--- src/rtl/uart_wb_pkg.sv ---
// Shared definitions for the Wishbone UART controller: register offsets,
// STAT/CTRL bit positions and the transmit launch FSM state encoding.
package uart_wb_pkg;

  // Register offsets within the 16-byte window.
  localparam logic [3:0] RX_DATA_OFS = 4'h0;
  localparam logic [3:0] TX_DATA_OFS = 4'h4;
  localparam logic [3:0] STAT_OFS    = 4'h8;
  localparam logic [3:0] CTRL_OFS    = 4'hC;

  // STAT bit positions.
  localparam int STAT_RX_EMPTY   = 0;
  localparam int STAT_RX_FULL    = 1;
  localparam int STAT_TX_EMPTY   = 2;
  localparam int STAT_TX_FULL    = 3;
  localparam int STAT_RX_OVR     = 4;
  localparam int STAT_FRAME_ERR  = 5;
  localparam int STAT_TX_OVF     = 6;
  localparam int STAT_TX_ACTIVE  = 7;
  localparam int STAT_RX_LVL_LSB = 8;
  localparam int STAT_TX_LVL_LSB = 16;

  // CTRL bit positions.
  localparam int CTRL_RX_IRQ_EN  = 0;
  localparam int CTRL_TXE_IRQ_EN = 1;
  localparam int CTRL_ERR_IRQ_EN = 2;
  localparam int CTRL_ECHO       = 3;

  // Transmit launch FSM states.
  typedef enum logic [2:0] {
    IDLE    = 3'd0,
    LOAD    = 3'd1,
    START   = 3'd2,
    WAIT_HI = 3'd3,
    WAIT_LO = 3'd4
  } tx_state_e;

endpackage

--- src/rtl/uart_sync_fifo.sv ---
// Synchronous FIFO with registered read data: rdata is updated on the
// clock edge that consumes rd_en and is valid the following cycle.
// DEPTH must be a power of two so the pointers wrap naturally.
module uart_sync_fifo #(
  parameter int WIDTH = 8,
  parameter int DEPTH = 16
) (
  input  logic                     clk,
  input  logic                     rst_n,
  input  logic                     wr_en,
  input  logic [WIDTH-1:0]         wdata,
  input  logic                     rd_en,
  output logic [WIDTH-1:0]         rdata,
  output logic                     full,
  output logic                     empty,
  output logic [$clog2(DEPTH):0]   level
);

  localparam int AW = $clog2(DEPTH);
  localparam int LW = AW + 1;

  logic [WIDTH-1:0] mem_r [DEPTH];
  logic [AW-1:0]    wr_ptr_r;
  logic [AW-1:0]    rd_ptr_r;
  logic [LW-1:0]    level_r;
  logic [WIDTH-1:0] rdata_r;
  logic             push_s;
  logic             pop_s;

  // A write to a full FIFO and a read from an empty FIFO are ignored.
  assign full   = (level_r == LW'(DEPTH));
  assign empty  = (level_r == LW'(0));
  assign push_s = wr_en && !full;
  assign pop_s  = rd_en && !empty;
  assign level  = level_r;
  assign rdata  = rdata_r;

  // Storage array; contents need no reset because level gates every read.
  always_ff @(posedge clk) begin
    if (push_s) begin
      mem_r[wr_ptr_r] <= wdata;
    end
  end

  // Pointers, occupancy and the registered read port.
  always_ff @(posedge clk or negedge rst_n) begin
    if (!rst_n) begin
      wr_ptr_r <= AW'(0);
      rd_ptr_r <= AW'(0);
      level_r  <= LW'(0);
      rdata_r  <= WIDTH'(0);
    end else begin
      if (push_s) begin
        wr_ptr_r <= wr_ptr_r + AW'(1);
      end
      if (pop_s) begin
        rd_ptr_r <= rd_ptr_r + AW'(1);
        rdata_r  <= mem_r[rd_ptr_r];
      end
      case ({push_s, pop_s})
        2'b10:   level_r <= level_r + LW'(1);
        2'b01:   level_r <= level_r - LW'(1);
        default: level_r <= level_r;
      endcase
    end
  end

endmodule

--- src/rtl/uart_wb_ctrl.sv ---
// Wishbone-mapped UART controller: RX/TX FIFOs, four-register CPU map,
// transmit launch FSM, sticky error flags and a maskable level interrupt.
// Optional receive echo is built when UART_WB_CTRL_ECHO_EN is defined.
module uart_wb_ctrl
  import uart_wb_pkg::*;
#(
  parameter logic [31:0] BASE_ADDR = 32'h3000_0000,
  parameter int          DATA_W    = 8,
  parameter int          RX_DEPTH  = 16,
  parameter int          TX_DEPTH  = 16
) (
  input  logic              clk,
  input  logic              rst_n,
  input  logic              i_wb_valid,
  input  logic [31:0]       i_wb_adr,
  input  logic              i_wb_we,
  input  logic [31:0]       i_wb_dat,
  input  logic [3:0]        i_wb_sel,
  output logic              o_wb_ack,
  output logic [31:0]       o_wb_dat,
  input  logic [DATA_W-1:0] i_rx_data,
  input  logic              i_rx_done,
  input  logic              i_rx_frame_err,
  output logic [DATA_W-1:0] o_tx_data,
  output logic              o_tx_start,
  input  logic              i_tx_busy,
  output logic              o_irq
);

`ifdef UART_WB_CTRL_ECHO_EN
  localparam logic [3:0] CTRL_WMASK = 4'hF;
`else
  localparam logic [3:0] CTRL_WMASK = 4'h7;
`endif

  logic                      ack_r, rx_rd_r, tx_start_r, irq_r;
  logic [31:0]               wb_dat_r, rd_dat_s, stat_s;
  logic [DATA_W-1:0]         tx_data_r, rx_rdata_s, tx_rdata_s, tx_wdata_s;
  logic [3:0]                ctrl_r;
  logic [2:0]                sticky_r, sticky_set_s, sticky_clr_s;
  tx_state_e                 state_r, state_next_s;
  logic                      access_s, hit_s;
  logic [3:0]                ofs_s;
  logic                      rx_pop_s, cpu_tx_wr_s, stat_wr_s, ctrl_wr_s;
  logic                      rx_good_s, rx_ferr_s, echo_push_s, tx_wr_s, tx_pop_s;
  logic                      rx_full_s, rx_empty_s, tx_full_s, tx_empty_s, tx_active_s;
  logic [$clog2(RX_DEPTH):0] rx_level_s;
  logic [$clog2(TX_DEPTH):0] tx_level_s;
  logic                      unused_s;

  assign unused_s = ^{i_wb_dat, i_wb_sel};

  // One access per valid; the ack flop blocks a second access next cycle.
  assign access_s  = i_wb_valid && !ack_r;
  assign hit_s     = (i_wb_adr[31:4] == BASE_ADDR[31:4]);
  assign ofs_s     = i_wb_adr[3:0];
  assign rx_good_s = i_rx_done && !i_rx_frame_err;
  assign rx_ferr_s = i_rx_done && i_rx_frame_err;
  assign tx_active_s = (state_r != IDLE);

`ifdef UART_WB_CTRL_ECHO_EN
  assign echo_push_s = rx_good_s && ctrl_r[CTRL_ECHO];
`else
  assign echo_push_s = 1'b0;
`endif

  // Echo owns the TX write port when it collides with a CPU write.
  assign tx_wr_s    = echo_push_s || cpu_tx_wr_s;
  assign tx_wdata_s = echo_push_s ? i_rx_data : i_wb_dat[DATA_W-1:0];
  assign sticky_set_s = {(tx_wr_s && tx_full_s) || (echo_push_s && cpu_tx_wr_s),
                         rx_ferr_s,
                         rx_good_s && rx_full_s};
  assign sticky_clr_s = stat_wr_s ? i_wb_dat[6:4] : 3'b000;

  uart_sync_fifo #(.WIDTH(DATA_W), .DEPTH(RX_DEPTH)) u_rx_fifo (
    .clk(clk), .rst_n(rst_n), .wr_en(rx_good_s), .wdata(i_rx_data),
    .rd_en(rx_pop_s), .rdata(rx_rdata_s), .full(rx_full_s),
    .empty(rx_empty_s), .level(rx_level_s)
  );

  uart_sync_fifo #(.WIDTH(DATA_W), .DEPTH(TX_DEPTH)) u_tx_fifo (
    .clk(clk), .rst_n(rst_n), .wr_en(tx_wr_s), .wdata(tx_wdata_s),
    .rd_en(tx_pop_s), .rdata(tx_rdata_s), .full(tx_full_s),
    .empty(tx_empty_s), .level(tx_level_s)
  );

  // Decode the accessed register into single-cycle side-effect strobes.
  always_comb begin
    rx_pop_s    = 1'b0;
    cpu_tx_wr_s = 1'b0;
    stat_wr_s   = 1'b0;
    ctrl_wr_s   = 1'b0;
    if (access_s && hit_s) begin
      case (ofs_s)
        RX_DATA_OFS: rx_pop_s    = !i_wb_we && !rx_empty_s;
        TX_DATA_OFS: cpu_tx_wr_s = i_wb_we && i_wb_sel[0];
        STAT_OFS:    stat_wr_s   = i_wb_we;
        CTRL_OFS:    ctrl_wr_s   = i_wb_we;
        default:     rx_pop_s    = 1'b0;
      endcase
    end else begin
      rx_pop_s = 1'b0;
    end
  end

  // Assemble the STAT word from FIFO flags, sticky errors and levels.
  always_comb begin
    stat_s = 32'h0000_0000;
    stat_s[STAT_RX_EMPTY]  = rx_empty_s;
    stat_s[STAT_RX_FULL]   = rx_full_s;
    stat_s[STAT_TX_EMPTY]  = tx_empty_s;
    stat_s[STAT_TX_FULL]   = tx_full_s;
    stat_s[STAT_TX_OVF:STAT_RX_OVR] = sticky_r;
    stat_s[STAT_TX_ACTIVE] = tx_active_s;
    stat_s[STAT_RX_LVL_LSB +: 8] = 8'(rx_level_s);
    stat_s[STAT_TX_LVL_LSB +: 8] = 8'(tx_level_s);
  end

  // Read mux for the registers that are not FIFO-backed.
  always_comb begin
    rd_dat_s = 32'h0000_0000;
    if (access_s && hit_s && !i_wb_we) begin
      case (ofs_s)
        STAT_OFS: rd_dat_s = stat_s;
        CTRL_OFS: rd_dat_s = {28'h000_0000, ctrl_r};
        default:  rd_dat_s = 32'h0000_0000;
      endcase
    end else begin
      rd_dat_s = 32'h0000_0000;
    end
  end

  // Bus response: ack, captured read data and RX-pop marker.
  always_ff @(posedge clk or negedge rst_n) begin
    if (!rst_n) begin
      ack_r    <= 1'b0;
      wb_dat_r <= 32'h0000_0000;
      rx_rd_r  <= 1'b0;
    end else begin
      ack_r    <= access_s;
      wb_dat_r <= rd_dat_s;
      rx_rd_r  <= rx_pop_s;
    end
  end

  // RX FIFO data lands in its own register on the ack edge, so select it then.
  assign o_wb_ack = ack_r;
  assign o_wb_dat = rx_rd_r ? 32'(rx_rdata_s) : wb_dat_r;

  // Control register and sticky flags; a set in the same cycle beats a clear.
  always_ff @(posedge clk or negedge rst_n) begin
    if (!rst_n) begin
      ctrl_r   <= 4'h0;
      sticky_r <= 3'b000;
    end else begin
      if (ctrl_wr_s) begin
        ctrl_r <= i_wb_dat[3:0] & CTRL_WMASK;
      end
      sticky_r <= (sticky_r & ~sticky_clr_s) | sticky_set_s;
    end
  end

  // Launch FSM state register.
  always_ff @(posedge clk or negedge rst_n) begin
    if (!rst_n) begin
      state_r <= IDLE;
    end else begin
      state_r <= state_next_s;
    end
  end

  // Launch FSM transitions; IDLE pops so the character is ready in LOAD.
  always_comb begin
    state_next_s = state_r;
    tx_pop_s     = 1'b0;
    case (state_r)
      IDLE: begin
        if (!tx_empty_s && !i_tx_busy) begin
          tx_pop_s     = 1'b1;
          state_next_s = LOAD;
        end else begin
          state_next_s = IDLE;
        end
      end
      LOAD:    state_next_s = START;
      START:   state_next_s = WAIT_HI;
      WAIT_HI: begin
        if (i_tx_busy) begin
          state_next_s = WAIT_LO;
        end else begin
          state_next_s = WAIT_HI;
        end
      end
      WAIT_LO: begin
        if (!i_tx_busy) begin
          state_next_s = IDLE;
        end else begin
          state_next_s = WAIT_LO;
        end
      end
      default: state_next_s = IDLE;
    endcase
  end

  // Registered serialiser outputs and interrupt.
  always_ff @(posedge clk or negedge rst_n) begin
    if (!rst_n) begin
      tx_data_r  <= DATA_W'(0);
      tx_start_r <= 1'b0;
      irq_r      <= 1'b0;
    end else begin
      if (state_r == LOAD) begin
        tx_data_r <= tx_rdata_s;
      end
      tx_start_r <= (state_next_s == START);
      irq_r      <= (ctrl_r[CTRL_RX_IRQ_EN] && !rx_empty_s) ||
                    (ctrl_r[CTRL_TXE_IRQ_EN] && tx_empty_s && !tx_active_s) ||
                    (ctrl_r[CTRL_ERR_IRQ_EN] && (sticky_r != 3'b000));
    end
  end

  assign o_tx_data  = tx_data_r;
  assign o_tx_start = tx_start_r;
  assign o_irq      = irq_r;

endmodule

--- config.mk ---
export PLATFORM = sky130hd
export DESIGN_NAME = uart_wb_ctrl
export DESIGN_NICKNAME = d
export VERILOG_FILES = /design/src/rtl/uart_wb_pkg.sv /design/src/rtl/uart_sync_fifo.sv /design/src/rtl/uart_wb_ctrl.sv
export SDC_FILE = /design/constraint.sdc
export NUM_CORES = 1
export LEC_CHECK = 0
export ABC_AREA = 0
export CORE_AREA = 4 4 258 197
export DETAILED_ROUTE_END_ITERATION = 8
export DIE_AREA = 0 0 262 201
export PLACE_DENSITY = 0.44
export SYNTH_ARGS = -nofsm -noshare
export SYNTH_HDL_FRONTEND = slang
export SYNTH_SLANG_ARGS = --single-unit
--- constraint.sdc ---
create_clock -name clk -period 8.7 [get_ports clk]
set_clock_uncertainty 0.15 [all_clocks]
set_input_delay 1.305 -clock clk [delete_from_list [all_inputs] [get_ports clk]]
set_output_delay 1.305 -clock clk [all_outputs]
set_load 0.01 [all_outputs]
# --- Yosys cells after proc, flatten, opt, wreduce, memory -nomap -nowiden ---
# Memories as Yosys holds them, arrays and structs flattened. A register that Yosys moved wholly into a read port is not among the register bits.
# Cells that the tools add are included.
op_classes:
  addsub: 8
  n_eq_ne: 15
  mux: 24
  bitwise: 3
  n_reduce_logical: 39
op_table:
  columns: ["cell", "count"]
  rows:
  - ["$mux W32", 2]
  - ["$pmux W21 S2", 1]
  - ["$eq A28 B26 Y1 const B", 1]
  - ["$pmux W5 S2", 2]
  - ["$logic_and A1 B1 Y1", 18]
  - ["$add A4 B1 Y4 const B", 4]
  - ["$mux W1", 15]
  - ["$pmux W3 S5", 1]
  - ["$logic_not A1 Y1", 11]
  - ["$add A5 B1 Y5 const B", 2]
  - ["$eq A5 B5 Y1 const B", 2]
  - ["$logic_not A5 Y1", 2]
  - ["$sub A5 B1 Y5 const B", 2]
  - ["$eq A3 B2 Y1 const B", 3]
  - ["$mux W3", 3]
  - ["$eq A4 B4 Y1 const B", 2]
  - ["$reduce_bool A3 Y1", 2]
  - ["$eq A2 B1 Y1 const B", 2]
  - ["$eq A2 B2 Y1 const B", 2]
  - ["$eq A4 B3 Y1 const B", 1]
  - ["$logic_not A4 Y1", 1]
  - ["$reduce_bool A2 Y1", 2]
  - ["$and A3 B3 Y3", 1]
  - ["$eq A3 B1 Y1 const B", 1]
  - ["other kinds (5)", 6]
word_totals:
  reg_bits: 79
  ram_bits: 256
  input_bits: 83
  output_inout_bits: 43
  wordCells: 106
  memories: 2
memory_table:
  columns: ["memory", "words", "width", "read_ports", "rd_clocked_by_memory_dff", "write_ports", "line", "source"]
  rows:
  - ["u_rx_fifo.mem_r", 16, 8, 1, 1, 1, "uart_sync_fifo.sv:22", "logic [WIDTH-1:0] mem_r [DEPTH];"]
  - ["u_tx_fifo.mem_r", 16, 8, 1, 1, 1, "uart_sync_fifo.sv:22", null]

# --- Logic depth before layout (Yosys ltp) ---
depth:
  word_depth: 8
  mapped_depth: 14

# --- Cells and area by module ---
# From an unflattened synthesis, not the netlist that was laid out.
hier_totals:
  hier_cells: 794
  area_unflattened_um2: 13864.5
by_module_without_submodules:
  columns: ["mod", "instances", "cells_per_inst", "area_per_inst_um2", "seq_area_each_um2"]
  rows:
  - ["uart_sync_fifo", 2, 316, 5934.4, 4369.2]
  - ["uart_wb_ctrl", 1, 162, 1995.7, 975.9]

# --- Least setup slack after synthesis ---
# Ideal clock, no wire load.
synth_timing:
  kind: "input to register"
  from: "in i_wb_adr[6]"
  to: "reg u_rx_fifo.level_r[4], in the netlist u_rx_fifo.level[4]"
  setup_time_ns: 0.131
  arrival_time_ns: 3.732
  t_required_ns: 8.419
  slack_ns: 4.686
  stages: 11
  n_path_buf: 1
  path_cell_list: "nor4_1 -> nand4_2 -> nor4_4 -> buf_6 -> ha_1 -> ha_1 -> a21o_1 -> a21oi_1 -> xor2_1 -> nor2_1 -> xor2_1"
synth_via:
  elab_chain_cells: 6
  word_cells_on_any_way: 8
  classes_between: "3 x eq/ne; 2 x mux; 3 x reduce/logical"
synth_lines:
  columns: ["element", "line", "source"]
  rows:
  - ["start, declared", "uart_wb_ctrl.sv:15", "input logic [31:0] i_wb_adr,"]
  - ["$eq A28 B26 Y1 (*)", "uart_wb_ctrl.sv:55", "assign hit_s = (i_wb_adr[31:4] == BASE_ADDR[31:4]);"]
  - ["$logic_and A1 B1 Y1 (*)", "uart_wb_ctrl.sv:93", "if (access_s && hit_s) begin"]
  - ["$mux W1 (*)", "uart_wb_ctrl.sv:93", null]
  - ["$logic_and A1 B1 Y1 (*)", "uart_sync_fifo.sv:34", "assign pop_s = rd_en && !empty;"]
  - ["named net u_rx_fifo.pop_s", "uart_sync_fifo.sv:28", "logic pop_s;"]
  - ["$eq A2 B1 Y1 / $eq A2 B2 Y1 (equally long branches)", "uart_sync_fifo.sv:60", "case ({push_s, pop_s})"]
  - ["$pmux W5 S2 / $reduce_bool A2 Y1 (equally long branches)", null, null]
  - ["end signal, assigned", "uart_sync_fifo.sv:61", "2'b10: level_r <= level_r + LW'(1);"]
  - ["end signal, assigned", "uart_sync_fifo.sv:62", "2'b01: level_r <= level_r - LW'(1);"]
  - ["end signal, assigned", "uart_sync_fifo.sv:63", "default: level_r <= level_r;"]
  - ["end, declared", "uart_sync_fifo.sv:25", "logic [LW-1:0] level_r;"]
# The timed path passes the listed nets; every way through them passes the cells marked *.
# A chain may end at the register's enable or synchronous reset.

# --- Final worst setup path ---
layout_timing:
  from: "in i_wb_adr[18]"
  to: "reg u_tx_fifo.level_r[4], in the netlist u_tx_fifo.level[4]"
layout_via:
  elab_chain_cells: 6
  word_cells_on_any_way: 8
  classes_between: "3 x eq/ne; 2 x mux; 3 x reduce/logical"
layout_lines:
  columns: ["element", "line", "source"]
  rows:
  - ["$eq A28 B26 Y1 (*)", "uart_wb_ctrl.sv:55", null]
  - ["$logic_and A1 B1 Y1 (*)", "uart_wb_ctrl.sv:93", null]
  - ["$mux W1 (*)", "uart_wb_ctrl.sv:93", null]
  - ["$logic_and A1 B1 Y1 (*)", "uart_sync_fifo.sv:33", "assign push_s = wr_en && !full;"]
  - ["$eq A2 B1 Y1 / $eq A2 B2 Y1 (equally long branches)", "uart_sync_fifo.sv:60", null]
  - ["$pmux W5 S2 / $reduce_bool A2 Y1 (equally long branches)", null, null]
  - ["end signal, assigned", "uart_sync_fifo.sv:61", null]
  - ["end signal, assigned", "uart_sync_fifo.sv:62", null]
  - ["end signal, assigned", "uart_sync_fifo.sv:63", null]
  - ["end, declared", "uart_sync_fifo.sv:25", null]
# Mark *: on every way between the ends. The rest lies on a longest branch, timed or not.

==> summary.txt <==
Clock sinks: 337
Peak VDD IR: 0.000103 V
Skew-Pair Late Insertion Delay: 0.52 ns
Met1 usage: 18.6%
Chip Height: 201 um
Grt ovf: 0
Synth async-reset ratio: 24.0%
Worst EP arrival: 4.67 ns
Critical path's slowest cell: nor4_4
Global route hottest layer: met1
RSZ-0062 raised after global routing: no
Post-CTS Hold Fix Bufs: 0
Initial antenna violation count: 0
CP Cell Sequence: clkdlybuf4s50_1 > nor4_2 > nand4_2 > nor4_4 > inv_1 > ha_1 > xor2_1 > ha_1 > inv_1 > nor3b_1 > o21ai_0 > a21oi_1 > xnor2_1
Final nets: 1013
Resize count post-CTS: 0
Post-DR vias/cell: 4.55
MaxCap Viol Count: 0
Count of input and output buffers: 84
Layout area overhead: 20.9%
Cell variety after synth: 59
Total routed wirelength: 31400 um
Worst Hold Class: reg2reg
Power Total: 4370 uW
Yosys top cell by area: edfxtp_1
Residual DRC: 0
GRT met3 Usage: 3.04%
First-pass GRT wire length: 47200 um
HPWL Detailed: 20000 um
Rel. slew slack: 21.9%
Post-Syn Area: 13800 um^2
Worst path max stage delay: 0.75 ns
Depth of the CTS H-tree: 2
Final hold vios: 0
Core area: 48300 um^2
Sequential share of the synthesized area: 70.1%
Top cells by area, synth: edfxtp_1 (56%), dfrtp_1 (15%), mux4_2 (8.1%)
Req. time, crit path: 9.00 ns
Fin cells: 1589
Vias in the first global route: 7376
Max-slew violations: 0
Status: complete, no violations
Syn Inst Count: 814
Global-route usage over all layers: 11.9%
Multi-input logic area: 3890 um^2
EDFF count, synth: 256
CTS tree: done
Routed len/inst: 19.7 um
Final setup viols: 0
GPL Wtd Cong: 0.733
Switch Pwr: 1140 uW
Element type at the critical path start: input pin
Yosys warnings: 0
Gate power share: 17.4%
Sw Share: 26.0%
Starting density of the core: 28.7%
Clk buf depth: 3
Routed vias: 7236
Worst-Margin Slew: 1.15 ns
Layout cells sized above 1: 19.3%
DR iter-0 viols: 450
Leakage Power: 0.00565 uW
M2 GR Usage: 16.2%
Antenna-violating nets left: 0
Largest net degree at the start of global routing: 56
I/O pin cnt: 126
Internal: 3240 uW
Reg2reg setup slack: 5.29 ns
Chip width: 262 um
Mean Syn Cell Area: 17.0 um^2
Tcrit/Tclk final: 50.3%
Fmax: 229 MHz
CP Capture Type: register
Setup TNS: 0 ns
Synth Register Bits: 337
Initial DRT Pass Iterations: 4
Seq pwr share: 45.1%
Register area: 9720 um^2
PwrDens: 261 nW/um^2
Dominant synthesized flop cell: edfxtp_1
TritonCTS Buffers: 39
Top cell type's share of synthesized area: 55.5%
Full die area: 52700 um^2
Critical path type: in2reg
Placed instance count: 1519
Clock transition at path regs: 0.06 ns
Fill count: 4566
ANT cells: 0
Post-route minimum period: 4.38 ns
Cell Rows: 70
Setup bufs post-CTS: 0
Crit-path max FO: 9
Root Driver: clkbuf_16
Clk pwr share: 37.5%
per-layer routing:
metal | part of all wire, % | wire length, um
met2 | 41 | 12700
met5 | 0 | 0
met4 | 1.9 | 610
met3 | 6.0 | 1900
met1 | 51 | 16100
area by class of cell:
cell class                      instances  share of cell area [%]
Inverter                               13                   0.292
Multi-Input combinational cell        419                    23.3
Timing Repair Buffer                  102                    5.82
Tap cell                              648                    4.84
Clock inverter                         16                    1.19
Sequential cell                       337                    58.1
Clock buffer                           54                    6.54
flip-flops by register name, indices dropped and copies added (netlist names), 4 cells and up:
register / count
u_tx_fifo.rd_ptr_r: 4
u_rx_fifo.rd_ptr_r: 4
u_rx_fifo.level: 5
u_tx_fifo.rdata: 8
u_rx_fifo.rdata: 8
u_rx_fifo.wr_ptr_r: 4
u_tx_fifo.mem_r: 128
u_tx_fifo.level: 5
wb_dat_r: 18
o_tx_data: 8
u_tx_fifo.wr_ptr_r: 4
u_rx_fifo.mem_r: 128
power groups by stage:
stage / combinational (uW) / clock (uW) / sequential, uW
2_1_floorplan: 541 / 0 / 1950
3_3_place_gp: 772 / 0 / 2000
3_5_place_dp: 776 / 0 / 2000
4_1_cts: 779 / 1690 / 1970
5_1_grt: 843 / 1770 / 1990
6_report: 761 / 1640 / 1970
path summary, 6_finish.rpt:
kind | start | to | cells past startpoint
max in group asynchronous | rst_n | u_tx_fifo.rd_ptr_r[1] | 2
max reg2reg | u_rx_fifo.level[0] | u_rx_fifo.level[4] | 11
max | i_wb_adr[18] | u_tx_fifo.level[4] | 13
min reg2reg | o_wb_ack | o_wb_ack | 1
min | o_wb_ack | o_wb_ack | 1
min in group asynchronous | rst_n | u_rx_fifo.rd_ptr_r[3] | 1
placed cells by master, fill, tap and decap left out, types with 19 or more instances in the layout:
| cell type | Yosys | layout |
|---|---|---|
| buf_4 | 15 | 19 |
| clkbuf_16 | 0 | 41 |
| clkdlybuf4s50_1 | 0 | 83 |
| dfrtp_1 | 81 | 79 |
| edfxtp_1 | 256 | 256 |
| mux2_2 | 33 | 33 |
| mux2i_1 | 29 | 29 |
| mux4_2 | 50 | 50 |
| nand2_1 | 23 | 23 |
| nor2_1 | 34 | 34 |
| nor2b_1 | 23 | 23 |
worst max-delay path, delay by kind of cell:
kind                     cells  cell delay (ns)
adder cells (fa/ha/maj)      2             0.52
buffers and inverters        3             0.62
AND/OR/NAND/NOR              4             1.63
AO/OA/AOI/OAI                2             0.28
XOR/XNOR                     2             0.31
Yosys cell counts (7+ instances only):
| cell type | instances |
|---|---|
| a31oi_1 | 9 |
| nor2_1 | 34 |
| a311oi_1 | 7 |
| mux2i_1 | 29 |
| dfrtp_1 | 81 |
| ha_1 | 17 |
| o211ai_1 | 12 |
| nor4_1 | 10 |
| buf_2 | 11 |
| o21ai_0 | 17 |
| a211oi_1 | 9 |
| mux4_2 | 50 |
| xor2_1 | 10 |
| a21oi_1 | 10 |
| buf_4 | 15 |
| inv_1 | 13 |
| nor2b_1 | 23 |
| nor3_1 | 11 |
| a22oi_1 | 8 |
| nand2_1 | 23 |
| nand3_1 | 9 |
| xnor2_1 | 14 |
| and2_1 | 17 |
| mux2_2 | 33 |
| clkbuf_1 | 26 |
| edfxtp_1 | 256 |
metrics by stage:
stage | setup slack [ns] | hold slack, ns | cell area [um^2] | utilization [%]
3_3_place_gp | 3.74 | 0.291 | 15400 | 32.0
4_1_cts | 4.31 | 0.304 | 16700 | 34.7
3_5_place_dp | 3.75 | 0.293 | 15400 | 32.0
5_1_grt | 3.85 | 0.325 | 16700 | 34.7
6_report | 4.32 | 0.298 | 16700 | 34.7
2_1_floorplan | 4.69 | 0.308 | 13900 | -
kinds of logic after synthesis:
group,after synthesis,share of synthesized area (%)
and+or+nand+nor,160,6.77
buffers and inverters,71,2.49
adders and majority gates,18,1.68
AOI/OAI and AO/OA,91,4.46
DFF,337,70.1
muxes,112,12.9
xor gates and xnor gates,24,1.52
other,1,0.0271
Note: power is estimated with default switching activity, not from simulation.
